[src/rtl/aer_pkg.sv]
// Shared types and constants for the AER core event distributor.
package aer_pkg;

    typedef enum logic [1:0] {
        IDLE    = 2'd0,
        DELIVER = 2'd1,
        ACK     = 2'd2
    } aer_state_e;

    typedef enum logic [1:0] {
        UCAST = 2'd0,
        BCAST = 2'd1,
        DROP  = 2'd2
    } aer_cls_e;

    localparam logic [1:0] BCAST_PREFIX = 2'b01;

    // Floors at 1 so a single-core build still has a legal core_id field.
    function automatic int core_id_w(input int core_num);
        return (core_num > 1) ? $clog2(core_num) : 1;
    endfunction

endpackage

[src/rtl/aer_sat_counter.sv]
// Saturating event counter: holds at all ones instead of wrapping.
// Latency: count visible the cycle after inc.
// Backpressure: none; inc is sampled every cycle.
module aer_sat_counter #(
    parameter int W = 16
) (
    input  logic         clk,
    input  logic         rst_n,
    input  logic         inc,
    output logic [W-1:0] cnt
);

    always_ff @(posedge clk or negedge rst_n) begin
        if (!rst_n) begin
            cnt <= '0;
        end else if (inc && (cnt != '1)) begin
            cnt <= cnt + 1'b1;
        end
    end

endmodule

[src/rtl/aer_core_event_distributor.sv]
// Decodes a merged {payload, core_id} AER stream and delivers it to one core or all cores.
// Latency: core_req one cycle after evt_req; evt_ack the cycle after the last core_ack.
// Backpressure: evt_ack is withheld until every addressed core has acked; one event in flight.
module aer_core_event_distributor
    import aer_pkg::*;
#(
    parameter int CORE_NUM      = 16,
    parameter int AER_OUT_WIDTH = 8,
    parameter int CNT_W         = 16
) (
    input  logic                                          clk,
    input  logic                                          rst_n,
    input  logic                                          evt_req,
    input  logic [AER_OUT_WIDTH+core_id_w(CORE_NUM)-1:0]  evt_addr,
    output logic                                          evt_ack,
    output logic [CORE_NUM-1:0]                           core_req,
    output logic [CORE_NUM*AER_OUT_WIDTH-1:0]             core_addr,
    input  logic [CORE_NUM-1:0]                           core_ack,
    output logic [CNT_W-1:0]                              ucast_cnt,
    output logic [CNT_W-1:0]                              bcast_cnt,
    output logic [CNT_W-1:0]                              drop_cnt
);

    localparam int CORE_ID_W = core_id_w(CORE_NUM);
    localparam int EVENT_W   = AER_OUT_WIDTH + CORE_ID_W;
    localparam logic [CORE_ID_W:0]   CORE_NUM_V  = (CORE_ID_W+1)'(CORE_NUM);
    localparam logic [CORE_NUM-1:0]  ONE_HOT_LSB = CORE_NUM'(1);

    aer_state_e                 state_q, state_d;
    aer_cls_e                   cls_q, cls_d, cls_in;
    logic [AER_OUT_WIDTH-1:0]   payload_q, payload_d, payload_in;
    logic [CORE_ID_W-1:0]       id_in;
    logic [CORE_NUM-1:0]        pend_q, pend_d, pend_clr;
    logic                       evt_ack_q;
    logic                       inc_ucast, inc_bcast, inc_drop;

    assign payload_in = evt_addr[EVENT_W-1 -: AER_OUT_WIDTH];
    assign id_in      = evt_addr[CORE_ID_W-1:0];
    // Acks on bits that are not pending fall out of the AND and are ignored.
    assign pend_clr   = pend_q & ~core_ack;

    always_comb begin
        if (payload_in[AER_OUT_WIDTH-1 -: 2] == BCAST_PREFIX) begin
            cls_in = BCAST;
        end else if ({1'b0, id_in} >= CORE_NUM_V) begin
            cls_in = DROP;
        end else begin
            cls_in = UCAST;
        end
    end

    always_ff @(posedge clk or negedge rst_n) begin
        if (!rst_n) begin
            state_q <= IDLE;
        end else begin
            state_q <= state_d;
        end
    end

    always_comb begin
        state_d = state_q;
        case (state_q)
            IDLE:    if (evt_req) state_d = (cls_in == DROP) ? ACK : DELIVER;
            DELIVER: if (pend_clr == '0) state_d = ACK;
            ACK:     state_d = IDLE;
            default: state_d = IDLE;
        endcase
    end

    always_comb begin
        payload_d = payload_q;
        cls_d     = cls_q;
        pend_d    = pend_q;
        inc_ucast = 1'b0;
        inc_bcast = 1'b0;
        inc_drop  = 1'b0;
        case (state_q)
            IDLE: begin
                if (evt_req) begin
                    payload_d = payload_in;
                    cls_d     = cls_in;
                    case (cls_in)
                        BCAST:   pend_d = '1;
                        UCAST:   pend_d = ONE_HOT_LSB << id_in;
                        default: pend_d = '0;
                    endcase
                end
            end
            DELIVER: begin
                pend_d = pend_clr;
                if (pend_clr == '0) begin
                    inc_ucast = (cls_q == UCAST);
                    inc_bcast = (cls_q == BCAST);
                end
            end
            ACK: inc_drop = (cls_q == DROP);
            default: pend_d = '0;
        endcase
    end

    always_ff @(posedge clk or negedge rst_n) begin
        if (!rst_n) begin
            payload_q <= '0;
            cls_q     <= UCAST;
            pend_q    <= '0;
            evt_ack_q <= 1'b0;
        end else begin
            payload_q <= payload_d;
            cls_q     <= cls_d;
            pend_q    <= pend_d;
            evt_ack_q <= (state_d == ACK);
        end
    end

    // Pending mask is zero outside DELIVER, so it drives core_req directly.
    assign core_req  = pend_q;
    assign core_addr = {CORE_NUM{payload_q}};
    assign evt_ack   = evt_ack_q;

    aer_sat_counter #(.W(CNT_W)) u_ucast_cnt (
        .clk   (clk),
        .rst_n (rst_n),
        .inc   (inc_ucast),
        .cnt   (ucast_cnt)
    );

    aer_sat_counter #(.W(CNT_W)) u_bcast_cnt (
        .clk   (clk),
        .rst_n (rst_n),
        .inc   (inc_bcast),
        .cnt   (bcast_cnt)
    );

    aer_sat_counter #(.W(CNT_W)) u_drop_cnt (
        .clk   (clk),
        .rst_n (rst_n),
        .inc   (inc_drop),
        .cnt   (drop_cnt)
    );

endmodule

[config.mk]
export PLATFORM = sky130hd
export DESIGN_NAME = aer_core_event_distributor
export DESIGN_NICKNAME = d
export VERILOG_FILES = /design/src/rtl/aer_pkg.sv /design/src/rtl/aer_sat_counter.sv /design/src/rtl/aer_core_event_distributor.sv
export SDC_FILE = /design/constraint.sdc
export NUM_CORES = 1
export LEC_CHECK = 0
export ABC_AREA = 1
export BUFFER_PORTS_ARGS = -buffer_cell sky130_fd_sc_hd__buf_2
export CAP_MARGIN = 20
export CORE_MARGIN = 2
export CORE_UTILIZATION = 40
export CTS_CLUSTER_SIZE = 25
export DETAILED_ROUTE_END_ITERATION = 8
export PLACE_DENSITY = 0.71
export SLEW_MARGIN = 20
export SYNTH_ARGS = -nofsm -noshare
export SYNTH_HDL_FRONTEND = slang
export SYNTH_SLANG_ARGS = --single-unit
[constraint.sdc]
create_clock -name clk -period 2.7 [get_ports clk]
set_clock_uncertainty 0.2 [all_clocks]
set_input_delay 0.135 -clock clk [delete_from_list [all_inputs] [get_ports clk]]
set_output_delay 0.135 -clock clk [all_outputs]
set_load 0.005 [all_outputs]
==> PnR_summary.wiki, run 1 <==
{| class="wikitable"
! Metric !! Value
|-
| Stage delay of the slowest cell on the critical path || 0.57 ns
|-
| Adder-Cell Fraction of Synth Area || 0.534%
|-
| Crit path setup slack, layout || 0.342 ns
|-
| Maximum number of pins on one net before global-route repair || 61
|-
| Crit path required time || 2.71 ns
|-
| Clk_lat worst skew || 0.33 ns
|-
| Largest delay share family, worst path || buffers and inverters
|-
| Post-Syn Area || 0.00468 sq mm
|-
| Fin. Hold Viols || 0
|-
| Number of buffers on the longest clock path || 2
|-
| Most area-hungry cell type in the Yosys netlist || dfrtp_1
|-
| Critical R2R Launch || state_q[0]$_DFF_PN0_
|-
| Power density normalized to cell area || 882 mW/mm^2
|-
| ANT cells || 0
|-
| Total number of H-tree levels || 3
|-
| Critical Path Slowest Stage Cell || dlygate4sd3_1
|-
| WS Path Type || reg -> reg
|-
| Final net count || 770
|-
| Floorplan Core Area || 0.0114 sq mm
|-
| Critical R2R Capture || core_req[8]$_DFFE_PN0P_
|-
| Distinct cell type count after synthesis || 32
|-
| Unrepaired setup endpoints after global routing || no
|-
| Final count of negative-setup-slack endpoints || 0
|-
| Clock-pin slew on the worst setup and hold paths || 0.05 ns
|-
| VDD IR-drop max || 0.658 mV
|-
| Antenna violations before repair || 0
|-
| Endpoint type of the worst setup path || register
|-
| Mean post-synth cell area || 7.50 sq um
|-
| Number of buffers created by CTS || 9
|-
| Cells taking the most area after synthesis || dfrtp_1 32%, buf_4 22%, nand2_1 14%
|-
| Area growth from synthesis to layout || 16.6%
|-
| Num ports || 224
|-
| Standard-cell rows || 39
|-
| Slew at the pin with the worst max-slew slack || 0.790 ns
|-
| Number of buffer cells added on primary ports || 207
|-
| Fraction of final layout cells sized beyond drive strength 1 || 33.7%
|-
| DRC violations left || 0
|-
| Post-route clock period utilization || 87.3%
|-
| Die outline height || 112 um
|-
| Final antenna-violating net count || 0
|-
| Max Cap Violations || 0
|-
| Sink count of the clock tree || 60
|-
| Depth of the worst hold-timing path || 5
|-
| Max frequency || 424 MHz
|-
| Vias per cell || 4.71
|-
| Data arrival time at the worst-slack endpoint || 2.36 ns
|-
| Most numerous cell on the critical path || buf_4
|-
| Final total negative setup slack || 0 ns
|-
| Synthesized-area fraction occupied by ao, oa, aoi and oai cells || 4.38%
|-
| Number of global-route vias before repair || 3730
|-
| Initial Utilization || 41.0%
|-
| Hold WC Path Type || in -> reg
|-
| Worst-case hold path end point || core_req[14]$_DFFE_PN0P_
|-
| Pwr Total || 4.82 mW
|-
| Cells on worst reg2reg path || 8
|-
| Crit path buf inv count || 4
|-
| Outcome || finished clean
|-
| Sequential area share after synthesis || 32.1%
|-
| Launch instance of the worst min-delay path || evt_addr[1]
|-
| Library cell used as clock root buffer || clkbuf_16
|-
| Global placer's final weighted congestion || 0.862
|-
| Die outline width || 112 um
|-
| Area share of the largest cell type after synthesis || 32.1%
|-
| Minimum setup slack after placement || 0.682 ns
|-
| Global-route wire length before repair || 18300 um
|-
| Simple-Gate Fraction of Synth Area || 32.0%
|-
| Count of warnings emitted by yosys || 0
|-
| Number of DRC violations after detailed-routing iteration 0 || 155
|-
| Relative max-transition margin || 47.4%
|-
| Syn Inst Count || 624
|-
| Total GRT Usage || 17.8%
|-
| Type of element launching the critical path || register
|-
| Peak fanout along the critical path || 13
|-
| TritonCTS clock tree || built
|-
| Mux contribution to synthesized area || 0%
|-
| Post-Synth XOR/XNOR Area || 3.55%
|-
| Leakage power of the design || 3.09 nW
|-
| Placed wire-length estimate after detailed placement || 8190 um
|-
| Largest family of logic cells by synthesized area || simple AND/OR/NAND/NOR gates
|-
| Final routed wire length divided by cell count || 12.7 um
|-
| Sequence of cells on the critical path || nor2_1 -> buf_4 -> nand2_1 -> clkinvlp_4 -> buf_4 -> nand3b_1 -> o2111ai_1 -> dlygate4sd3_1
|-
| Routed vias || 4163
|-
| Total wire length || 11200 um
|-
| Number of search-and-repair iterations in the first detailed-routing pass || 5
|-
| Area enclosed by the die boundary || 0.0126 sq mm
|-
| Count of pins over their slew limit || 0
|-
| Flip-flop and latch count after synthesis || 60
|-
| Minimum clock period after layout || 2.36 ns
|-
| Worst R2R Setup Slack || 0.34 ns
|-
| Overflow left after global routing || 0
|}
==> worst max-delay path by stage <==
stage,slack (ns),cells past startpoint,endpoint,from
floorplan,1.0,7,u_ucast_cnt.cnt[10]$_DFFE_PN0P_,u_ucast_cnt.cnt[0]$_DFFE_PN0P_
global placement,0.71,7,u_bcast_cnt.cnt[8]$_DFFE_PN0P_,u_bcast_cnt.cnt[0]$_DFFE_PN0P_
detailed placement,0.68,7,u_bcast_cnt.cnt[9]$_DFFE_PN0P_,u_bcast_cnt.cnt[0]$_DFFE_PN0P_
CTS,0.23,7,core_req[8]$_DFFE_PN0P_,state_q[0]$_DFF_PN0_
global route,0.17,7,core_req[15]$_DFFE_PN0P_,state_q[0]$_DFF_PN0_
finish,0.34,8,core_req[8]$_DFFE_PN0P_,state_q[0]$_DFF_PN0_
==> Yosys cell counts (all sizes together) <==
library cell / number
nand2: 175
dfrtp: 60
a31oi: 12
nand4: 42
o2111ai: 4
conb: 1
inv: 39
clkinv: 2
nor3: 3
buf: 147
ha: 2
clkbuf: 7
nand3: 39
a21oi: 1
xnor2: 12
nand3b: 4
o21ai: 18
nor2: 49
xor2: 7
==> report_power, final <==
part | leakage (nW) | internal, mW | switching, mW
clock network | 0.155 | 0.786 | 0.408
registers | 0.799 | 1.12 | 0.367
logic | 2.13 | 0.983 | 1.16
total | 3.09 | 2.88 | 1.93
==> logic make-up after synthesis <==
kind of cell / after synthesis
AND/OR/NAND/NOR: 312
buffers and inverters: 195
flip-flops: 60
AO/OA/AOI/OAI: 35
XOR/XNOR: 19
adder cells (fa/ha/maj): 2
other: 1
==> sequential cells by signal, indices dropped and copies added (netlist names) <==
signal           cells
core_req            16
cls_q                1
state_q              2
evt_ack              1
u_ucast_cnt.cnt     16
u_bcast_cnt.cnt     16
payload_q            8
==> cells in the final DEF, fill, tap and decap left out, types with 5 or more instances in the layout <==
cell / instances
xor2_1: 7
nand2_1: 172
buf_2: 207
inv_1: 37
buf_4: 7
clkbuf_16: 9
a31oi_1: 12
xnor2_1: 12
nand4_1: 38
o21ai_1: 5
o21ai_0: 13
dfrtp_1: 60
dlygate4sd3_1: 27
conb_1: 16
nor2_1: 40
nand3_1: 37
==> layer usage <==
layer  part of all wire, %  GRT usage [%]
met5                     0              0
met4                   1.3           6.10
met1                    42           22.3
met3                   6.0           2.92
met2                    51           31.0
==> area by class of cell <==
type | instances | area, sq um
fillers | 1158 | 5960
multi-input cells | 384 | 1950
flip-flops and latches | 60 | 1500
repair buffers | 241 | 1360
clock buffers | 12 | 267
well taps | 143 | 179
inverters | 41 | 158
clock inverters | 3 | 43.8
==> metrics by stage <==
step | area (sq um) | cells | util (%) | hold slack, ns
final | 5460 | 884 | 47.8 | 0.0553
after detailed placement | 4860 | 840 | 42.6 | 0.140
after CTS | 5440 | 882 | 47.7 | 0.0498
after floorplan | 4740 | 639 | - | -0.361
after global placement | 4860 | 840 | 42.6 | 0.146
after global routing | 5460 | 884 | 47.8 | 0.0765
==> worst reg2reg max path, cell delays in order, from the launching register on <==
cell,delay (ns)
dfrtp_1,0.36
nor2_1,0.05
buf_4,0.17
nand2_1,0.32
clkinvlp_4,0.23
buf_4,0.18
nand3b_1,0.08
o2111ai_1,0.09
dlygate4sd3_1,0.57
==> timing repair <==
item / in CTS / in global routing
endpoints found under the setup margin: 0 / 2
hold buffers: 27 / 0
buffers inserted: 0 / 2
hold endpoints to repair: 84 / 0
resized for setup: 0 / 1
Note: power is estimated with default switching activity, not from simulation.
==> run 2: changes to the inputs <==
--- a/config.mk
+++ b/config.mk
@@ -12,8 +12,9 @@
 export CORE_UTILIZATION = 40
 export CTS_CLUSTER_SIZE = 25
 export DETAILED_ROUTE_END_ITERATION = 8
-export PLACE_DENSITY = 0.71
+export PLACE_DENSITY_LB_ADDON = 0.12
 export SLEW_MARGIN = 20
 export SYNTH_ARGS = -nofsm -noshare
 export SYNTH_HDL_FRONTEND = slang
+export SYNTH_HIERARCHICAL = 1
 export SYNTH_SLANG_ARGS = --single-unit
==> run 2 against run 1 <==
- largest cell class unchanged
- cell area increased by 21%
- global-route usage rose by 0.35 points
- critical path type unchanged
- largest power group unchanged
- combinational power up 18%
- clock power grew 13%
- die area rose by 20%
- utilization decreased by 0.20 points
- register-to-register slack gained 0.06 ns
- critical path depth decreased by 2
- cell count grew 23%
==> PnR_summary.wiki, run 2 <==
{| class="wikitable"
! Metric !! Value
|-
| Clock-pin slew on the worst setup and hold paths || 0.07 ns
|-
| Dominant cell by count in the synthesized netlist || nand2_1
|-
| ANT cells || 0
|-
| Hold Worst Slack || 0.00334 ns
|-
| Routed vias || 4942
|-
| Num ports || 224
|-
| Fraction of final layout cells sized beyond drive strength 1 || 33.0%
|-
| Flip-flop and latch count after synthesis || 76
|-
| VDD IR-drop max || 0.430 mV
|-
| Total number of H-tree levels || 3
|-
| Floorplan Core Area || 0.0138 sq mm
|-
| Antenna violations before repair || 0
|-
| Count of pins over their slew limit || 0
|-
| Number of DRC violations after detailed-routing iteration 0 || 151
|-
| Most area-hungry cell type in the Yosys netlist || dfrtp_1
|-
| Maximum number of pins on one net before global-route repair || 77
|-
| Final net count || 935
|-
| Utilization after layout || 47.6%
|-
| Number of buffers created by CTS || 9
|-
| Most common cell after layout, fill and taps aside || nand2_1
|-
| Total GRT Usage || 18.1%
|-
| Simple-Gate Fraction of Synth Area || 30.9%
|-
| TritonCTS clock tree || built
|-
| Post-placement cell area || 0.00602 sq mm
|-
| Pwr Total || 5.84 mW
|-
| Final count of negative-setup-slack endpoints || 0
|-
| Clk_lat worst skew || 0.35 ns
|-
| Area enclosed by the die boundary || 0.0151 sq mm
|-
| Outcome || finished clean
|-
| Crit path required time || 2.73 ns
|-
| WS Path Type || reg -> reg
|-
| Number of global-route vias before repair || 4273
|-
| Post-CTS sizing || 0
|-
| Number of buffers on the longest clock path || 2
|-
| Area growth from synthesis to layout || 16.3%
|-
| Initial Utilization || 40.9%
|-
| Overflow left after global routing || 0
|-
| Main synth FF type || dfrtp_1
|-
| Relative max-transition margin || 65.4%
|-
| Number of buffer cells added on primary ports || 223
|-
| Asr flop ratio synth || 100%
|-
| Power density normalized to cell area || 888 mW/mm^2
|-
| Worst R2R Setup Slack || 0.41 ns
|-
| Minimum setup slack after placement || 0.517 ns
|-
| Fin. Hold Viols || 0
|-
| Minimum clock period after layout || 2.29 ns
|-
| DRC violations left || 0
|-
| Most frequent cells in the layout || 241 x nand2_1, 222 x buf_2, 76 x dfrtp_1
|-
| Post-Syn Area || 0.00566 sq mm
|-
| Cells taking the most area after synthesis || dfrtp_1 34%, nand2_1 16%, buf_4 16%
|-
| Placed instance count || 1046
|-
| Startpoint of the most critical setup path || state_q[1]$_DFF_PN0_
|-
| Number of flops mapped to enable cells by yosys || 0
|-
| Final routed wire length divided by cell count || 12.6 um
|-
| Post-Synth XOR/XNOR Area || 2.78%
|-
| Layout Cell Area excl Fill || 0.00658 sq mm
|-
| Hold WC Path Type || in -> reg
|-
| Data arrival time at the worst-slack endpoint || 2.33 ns
|-
| Critical R2R Capture || core_req[5]$_DFFE_PN0P_
|-
| Global-route wire length before repair || 21300 um
|-
| Post-route clock period utilization || 85.0%
|-
| Mean post-synth cell area || 7.34 sq um
|-
| Endpoint type of the worst setup path || register
|-
| Global placer's final weighted congestion || 0.816
|-
| Number of search-and-repair iterations in the first detailed-routing pass || 4
|-
| Top post-synthesis cells by count || 241 x nand2_1, 120 x buf_4, 76 x dfrtp_1, 65 x nor2_1, 63 x inv_1
|-
| CP Capture Point || core_req[5]$_DFFE_PN0P_
|-
| Final total negative setup slack || 0 ns
|-
| Largest family of logic cells by synthesized area || simple AND/OR/NAND/NOR gates
|-
| Distinct cell type count after synthesis || 29
|-
| Sequential area share after synthesis || 33.6%
|-
| Vias per cell || 4.55
|-
| Final antenna-violating net count || 0
|-
| Synthesized-area fraction occupied by ao, oa, aoi and oai cells || 7.80%
|-
| Die outline width || 123 um
|-
| Syn Inst Count || 771
|-
| Max Cap Violations || 0
|-
| Cells on worst reg2reg path || 6
|-
| Slew at the pin with the worst max-slew slack || 0.519 ns
|-
| Area share of the largest cell type after synthesis || 33.6%
|-
| Max frequency || 436 MHz
|-
| Mux contribution to synthesized area || 1.59%
|-
| Adder-Cell Fraction of Synth Area || 0.663%
|-
| Crit path setup slack, layout || 0.406 ns
|-
| Placed wire-length estimate after detailed placement || 9970 um
|-
| Post-cts hold buffer count || 24
|-
| Unrepaired setup endpoints after global routing || no
|-
| Sink count of the clock tree || 76
|-
| Count of buffers added by post-CTS timing repair for setup || 0
|-
| Library cell used as clock root buffer || clkbuf_16
|-
| Peak fanout along the critical path || 17
|-
| Total wire length || 13700 um
|-
| Leakage power of the design || 3.47 nW
|-
| Type of element launching the critical path || register
|-
| Count of placed standard cells in the final layout, fillers left out || 1086
|-
| Die outline height || 123 um
|-
| Critical R2R Launch || state_q[1]$_DFF_PN0_
|-
| Count of warnings emitted by yosys || 6
|-
| Standard-cell rows || 43
|}
run 2: changes by cell type after synthesis, sizes merged, moves of 6 or more:
| cell | change |
|---|---|
| a21oi | +15 |
| o21ai | +27 |
| mux2 | +7 |
| nand4 | -24 |
| nand3 | -11 |
| inv | +29 |
| buf | -16 |
| nor2 | +39 |
| nand2 | +79 |
| clkbuf | -6 |
| dfrtp | +16 |
run 2: cell type report:
cell class,instances,area [sq um]
clock buffer,10,239
clock inverter,6,86.3
fill,1427,7240
inverter,68,255
multi-input combinational,497,2490
sequential,76,1900
tap,180,225
timing repair buffer,249,1390
run 2: critical path: stages (launching register included):
cell           delay, ns
dfrtp_1             0.46
inv_2               0.07
a21oi_4             0.44
inv_2               0.25
nor2_1              0.14
a21oi_1             0.05
dlygate4sd3_1       0.55
run 2: worst min-delay path by stage:
stage               slack (ns)  cells after the start   startpoint                        endpoint
global placement        -0.002                      2        rst_n  u_ucast_cnt/cnt[1]$_DFFE_PN0P_
floorplan                -0.36                      0        rst_n            cls_q[0]$_DFFE_PN0P_
CTS                     0.0001                      4  evt_addr[3]         core_req[1]$_DFFE_PN0P_
global route              0.02                      5  core_ack[2]         core_req[2]$_DFFE_PN0P_
detailed placement       0.003                      2        rst_n  u_ucast_cnt/cnt[0]$_DFFE_PN0P_
finish                   0.003                      4  evt_addr[3]         core_req[1]$_DFFE_PN0P_
run 2: layer usage:
layer	up-vias	global-route usage [%]	wire [um]
met1	2210	22.8	6060
met5	-	0	0
met3	16	3.32	866
li1	2563	-	-
met2	153	30.9	6590
met4	0	6.96	219
run 2: power breakdown:
part           total (mW)  switching [mW]  internal (mW)  leakage, nW
combinational        2.52            1.29           1.23         2.35
sequential           1.97           0.515           1.46        0.956
clock                1.35           0.513          0.835        0.159
run 2: cell families after synthesis:
| family | after synthesis |
|---|---|
| flip-flops | 76 |
| multiplexers | 7 |
| AO/OA/AOI/OAI | 77 |
| adder cells (fa/ha/maj) | 3 |
| XOR/XNOR | 18 |
| AND/OR/NAND/NOR | 389 |
| other | 1 |
| buffers and inverters | 200 |
==> run 3: changes to the inputs <==
--- a/config.mk
+++ b/config.mk
@@ -5,7 +5,7 @@
 export SDC_FILE = /design/constraint.sdc
 export NUM_CORES = 1
 export LEC_CHECK = 0
-export ABC_AREA = 1
+export ABC_AREA = 0
 export BUFFER_PORTS_ARGS = -buffer_cell sky130_fd_sc_hd__buf_2
 export CAP_MARGIN = 20
 export CORE_MARGIN = 2
==> constraint.sdc (replaced) <==
create_clock -name clk -period 2.2 [get_ports clk]
set_clock_uncertainty 0.2 [all_clocks]
set_input_delay 0.11 -clock clk [delete_from_list [all_inputs] [get_ports clk]]
set_output_delay 0.11 -clock clk [all_outputs]
set_load 0.005 [all_outputs]
==> run 3 against run 2 <==
- the flow now finishes with violations (negative setup slack)
- cell area is 2.9% lower
- clock power rose by 19%
- count of clock-buffer cells in the layout increased by 1
- critical path depth is 3 higher
- sequential power is 14% higher
- synthesized cell count fell by 37%
- cell count is 23% lower
- register-to-register slack worse by 0.68 ns
- via count shrank 16%
- critical endpoint is now u_ucast_cnt/cnt[15]$_DFFE_PN0P_
==> PnR_summary.wiki, run 3 <==
{| class="wikitable"
! Metric !! Value
|-
| Total number of H-tree levels || 3
|-
| Global-route wire length before repair || 19400 um
|-
| WS Path Type || reg -> reg
|-
| Final net count || 693
|-
| Stage delay of the slowest cell on the critical path || 0.38 ns
|-
| Number of search-and-repair iterations in the first detailed-routing pass || 4
|-
| Number of DRC violations after detailed-routing iteration 0 || 144
|-
| Number of buffers on the longest clock path || 2
|-
| Sequential area share after synthesis || 38.1%
|-
| Most common cell after layout, fill and taps aside || buf_2
|-
| Maximum number of pins on one net before global-route repair || 42
|-
| Antenna violations before repair || 3
|-
| Placed wire-length estimate after detailed placement || 9130 um
|-
| Number of flops mapped to enable cells by yosys || 0
|-
| Die outline height || 116 um
|-
| Unrepaired setup endpoints after global routing || yes
|-
| Dominant cell by count in the synthesized netlist || buf_4
|-
| Max frequency || 404 MHz
|-
| Relative max-transition margin || 66.2%
|-
| DRC violations left || 0
|-
| Clock-pin slew on the worst setup and hold paths || 0.06 ns
|-
| Minimum clock period after layout || 2.47 ns
|-
| Most frequent cells in the layout || 222 x buf_2, 76 x dfrtp_1, 43 x buf_4
|-
| Initial Utilization || 41.2%
|-
| Library cell used as clock root buffer || clkbuf_16
|-
| Endpoint type of the worst setup path || register
|-
| VDD IR-drop max || 0.820 mV
|-
| Post-Syn Area || 0.00499 sq mm
|-
| Cells taking the most area after synthesis || dfrtp_1 38%, buf_4 18%, nand4_1 3.0%
|-
| Sequence of cells on the critical path || nor2b_4 -> a2111oi_4 -> nand4_4 -> nor3_4 -> nand4_1 -> nor4_4 -> buf_4 -> a31oi_1 -> a21oi_1
|-
| Asr flop ratio synth || 100%
|-
| Count of warnings emitted by yosys || 6
|-
| Clk_lat worst skew || 0.35 ns
|-
| Standard-cell rows || 40
|-
| Area enclosed by the die boundary || 0.0134 sq mm
|-
| Power density normalized to cell area || 1100 mW/mm^2
|-
| Number of buffers created by CTS || 9
|-
| Layout fillers || 1127
|-
| Final antenna-violating net count || 0
|-
| Syn Inst Count || 488
|-
| Area share of the largest cell type after synthesis || 38.1%
|-
| Peak fanout along the critical path || 3
|-
| Violated checks || negative setup slack
|-
| Distinct cell type count after synthesis || 49
|-
| Number of global-route vias before repair || 3734
|-
| Flip-flop and latch count after synthesis || 76
|-
| Slew at the pin with the worst max-slew slack || 0.507 ns
|-
| Max Cap Violations || 0
|-
| Most area-hungry cell type in the Yosys netlist || dfrtp_1
|-
| Outcome || finished, violations left
|-
| Type of element launching the critical path || register
|-
| Total wire length || 12600 um
|-
| TritonCTS clock tree || built
|-
| Number of buffer cells added on primary ports || 223
|-
| Global placer's final weighted congestion || 0.862
|-
| Post-route clock period utilization || 112%
|-
| Sink count of the clock tree || 76
|-
| Routed vias || 4145
|-
| Fraction of final layout cells sized beyond drive strength 1 || 53.0%
|-
| Overflow left after global routing || 0
|-
| Total GRT Usage || 18.6%
|-
| Fin. Hold Viols || 0
|-
| Crit path required time || 2.27 ns
|-
| Floorplan Core Area || 0.0121 sq mm
|-
| Area growth from synthesis to layout || 28.1%
|-
| Final total negative setup slack || -4.77 ns
|-
| Hold Worst Slack || 0.00821 ns
|-
| Mean post-synth cell area || 10.2 sq um
|-
| Data arrival time at the worst-slack endpoint || 2.54 ns
|-
| Final count of negative-setup-slack endpoints || 31
|-
| Hold WC Path Type || in -> reg
|-
| Die outline width || 116 um
|-
| Pwr Total || 7.04 mW
|-
| Vias per cell || 4.96
|-
| Main synth FF type || dfrtp_1
|-
| Count of pins over their slew limit || 0
|-
| Leakage power of the design || 3.25 nW
|-
| Critical Path Slowest Stage Cell || dfrtp_1
|-
| Crit path setup slack, layout || -0.272 ns
|-
| Num ports || 224
|-
| Top post-synthesis cells by count || 120 x buf_4, 76 x dfrtp_1, 31 x nand2_1, 24 x nand4_1, 18 x o21ai_0
|-
| Final routed wire length divided by cell count || 15.1 um
|}
-- run 3: metrics by stage --
stage,std cells,utilization (%),worst slack (ns),instance area [sq um]
after floorplan,492,-,-0.147,5070
after global placement,790,47.2,-0.299,5720
after detailed placement,790,47.2,-0.355,5720
after CTS,827,52.1,-0.250,6310
after global routing,833,52.7,-0.400,6380
final,835,52.8,-0.272,6390
-- run 3: kinds of logic after synthesis --
group,after synthesis,share of synthesized area [%]
other cells,1,0.0752
compound gates,95,13.2
flops,76,38.1
buf+inv,131,19.4
mux,12,3.21
simple gates,149,21.5
fa+ha+maj,3,0.753
xor+xnor,21,3.69
-- run 3: routing by layer --
metal,vias up,global-route usage (%),part of all wire (%)
met1,1996,23.7,44
met5,-,0,0.056
met3,14,4.97,6.3
met4,2,8.33,1.7
met2,150,29.7,48
li1,1983,-,-
-- run 3: worst paths after layout --
check,start,slack [ns],to,cells past startpoint
worst min register to register,u_bcast_cnt/cnt[15]$_DFFE_PN0P_,0.34,u_bcast_cnt/cnt[15]$_DFFE_PN0P_,1
max in group asynchronous,rst_n,1.15,payload_q[3]$_DFFE_PN0P_,3
worst min-delay path,core_ack[0],0.008,core_req[0]$_DFFE_PN0P_,4
worst max-delay path,core_req[0]$_DFFE_PN0P_,-0.27,u_ucast_cnt/cnt[15]$_DFFE_PN0P_,9
min in group asynchronous,rst_n,0.06,u_bcast_cnt/cnt[9]$_DFFE_PN0P_,2
worst max register to register,core_req[0]$_DFFE_PN0P_,-0.27,u_ucast_cnt/cnt[15]$_DFFE_PN0P_,9
-- run 3: layout make-up --
| type | count | area (sq um) | share of cell area [%] |
|---|---|---|---|
| Clock inverter | 5 | 75.1 | 1.17 |
| Sequential cell | 76 | 1900 | 29.8 |
| Tap cell | 168 | 210 | 3.29 |
| Clock buffer | 11 | 243 | 3.80 |
| Multi-Input combinational cell | 285 | 2300 | 36.0 |
| Timing Repair Buffer | 284 | 1640 | 25.6 |
| Antenna cell | 3 | 7.51 | 0.117 |
| Inverter | 3 | 11.3 | 0.176 |
-- run 3: repair_timing --
item                                    CTS  global route
hold buffers                             15             0
endpoints found under the setup margin   31            32
setup buffers                             6             5
gates resized for setup                  20             7
pin swaps                                17             9
hold endpoints to repair                 92             0
-- run 3: critical path, delay by kind of cell (launching register included) --
family	cells	cell delay (ns)
flip-flops	1	0.38
AO/OA/AOI/OAI	3	0.55
AND/OR/NAND/NOR	5	1.09
buffers and inverters	1	0.17
-- run 3: where the power goes --
part / switching (mW) / leakage, nW / total [mW] / internal (mW)
Combinational: 1.44 / 2.08 / 3.18 / 1.74
Sequential: 0.527 / 1.01 / 2.24 / 1.72
Clock: 0.590 / 0.159 / 1.61 / 1.02
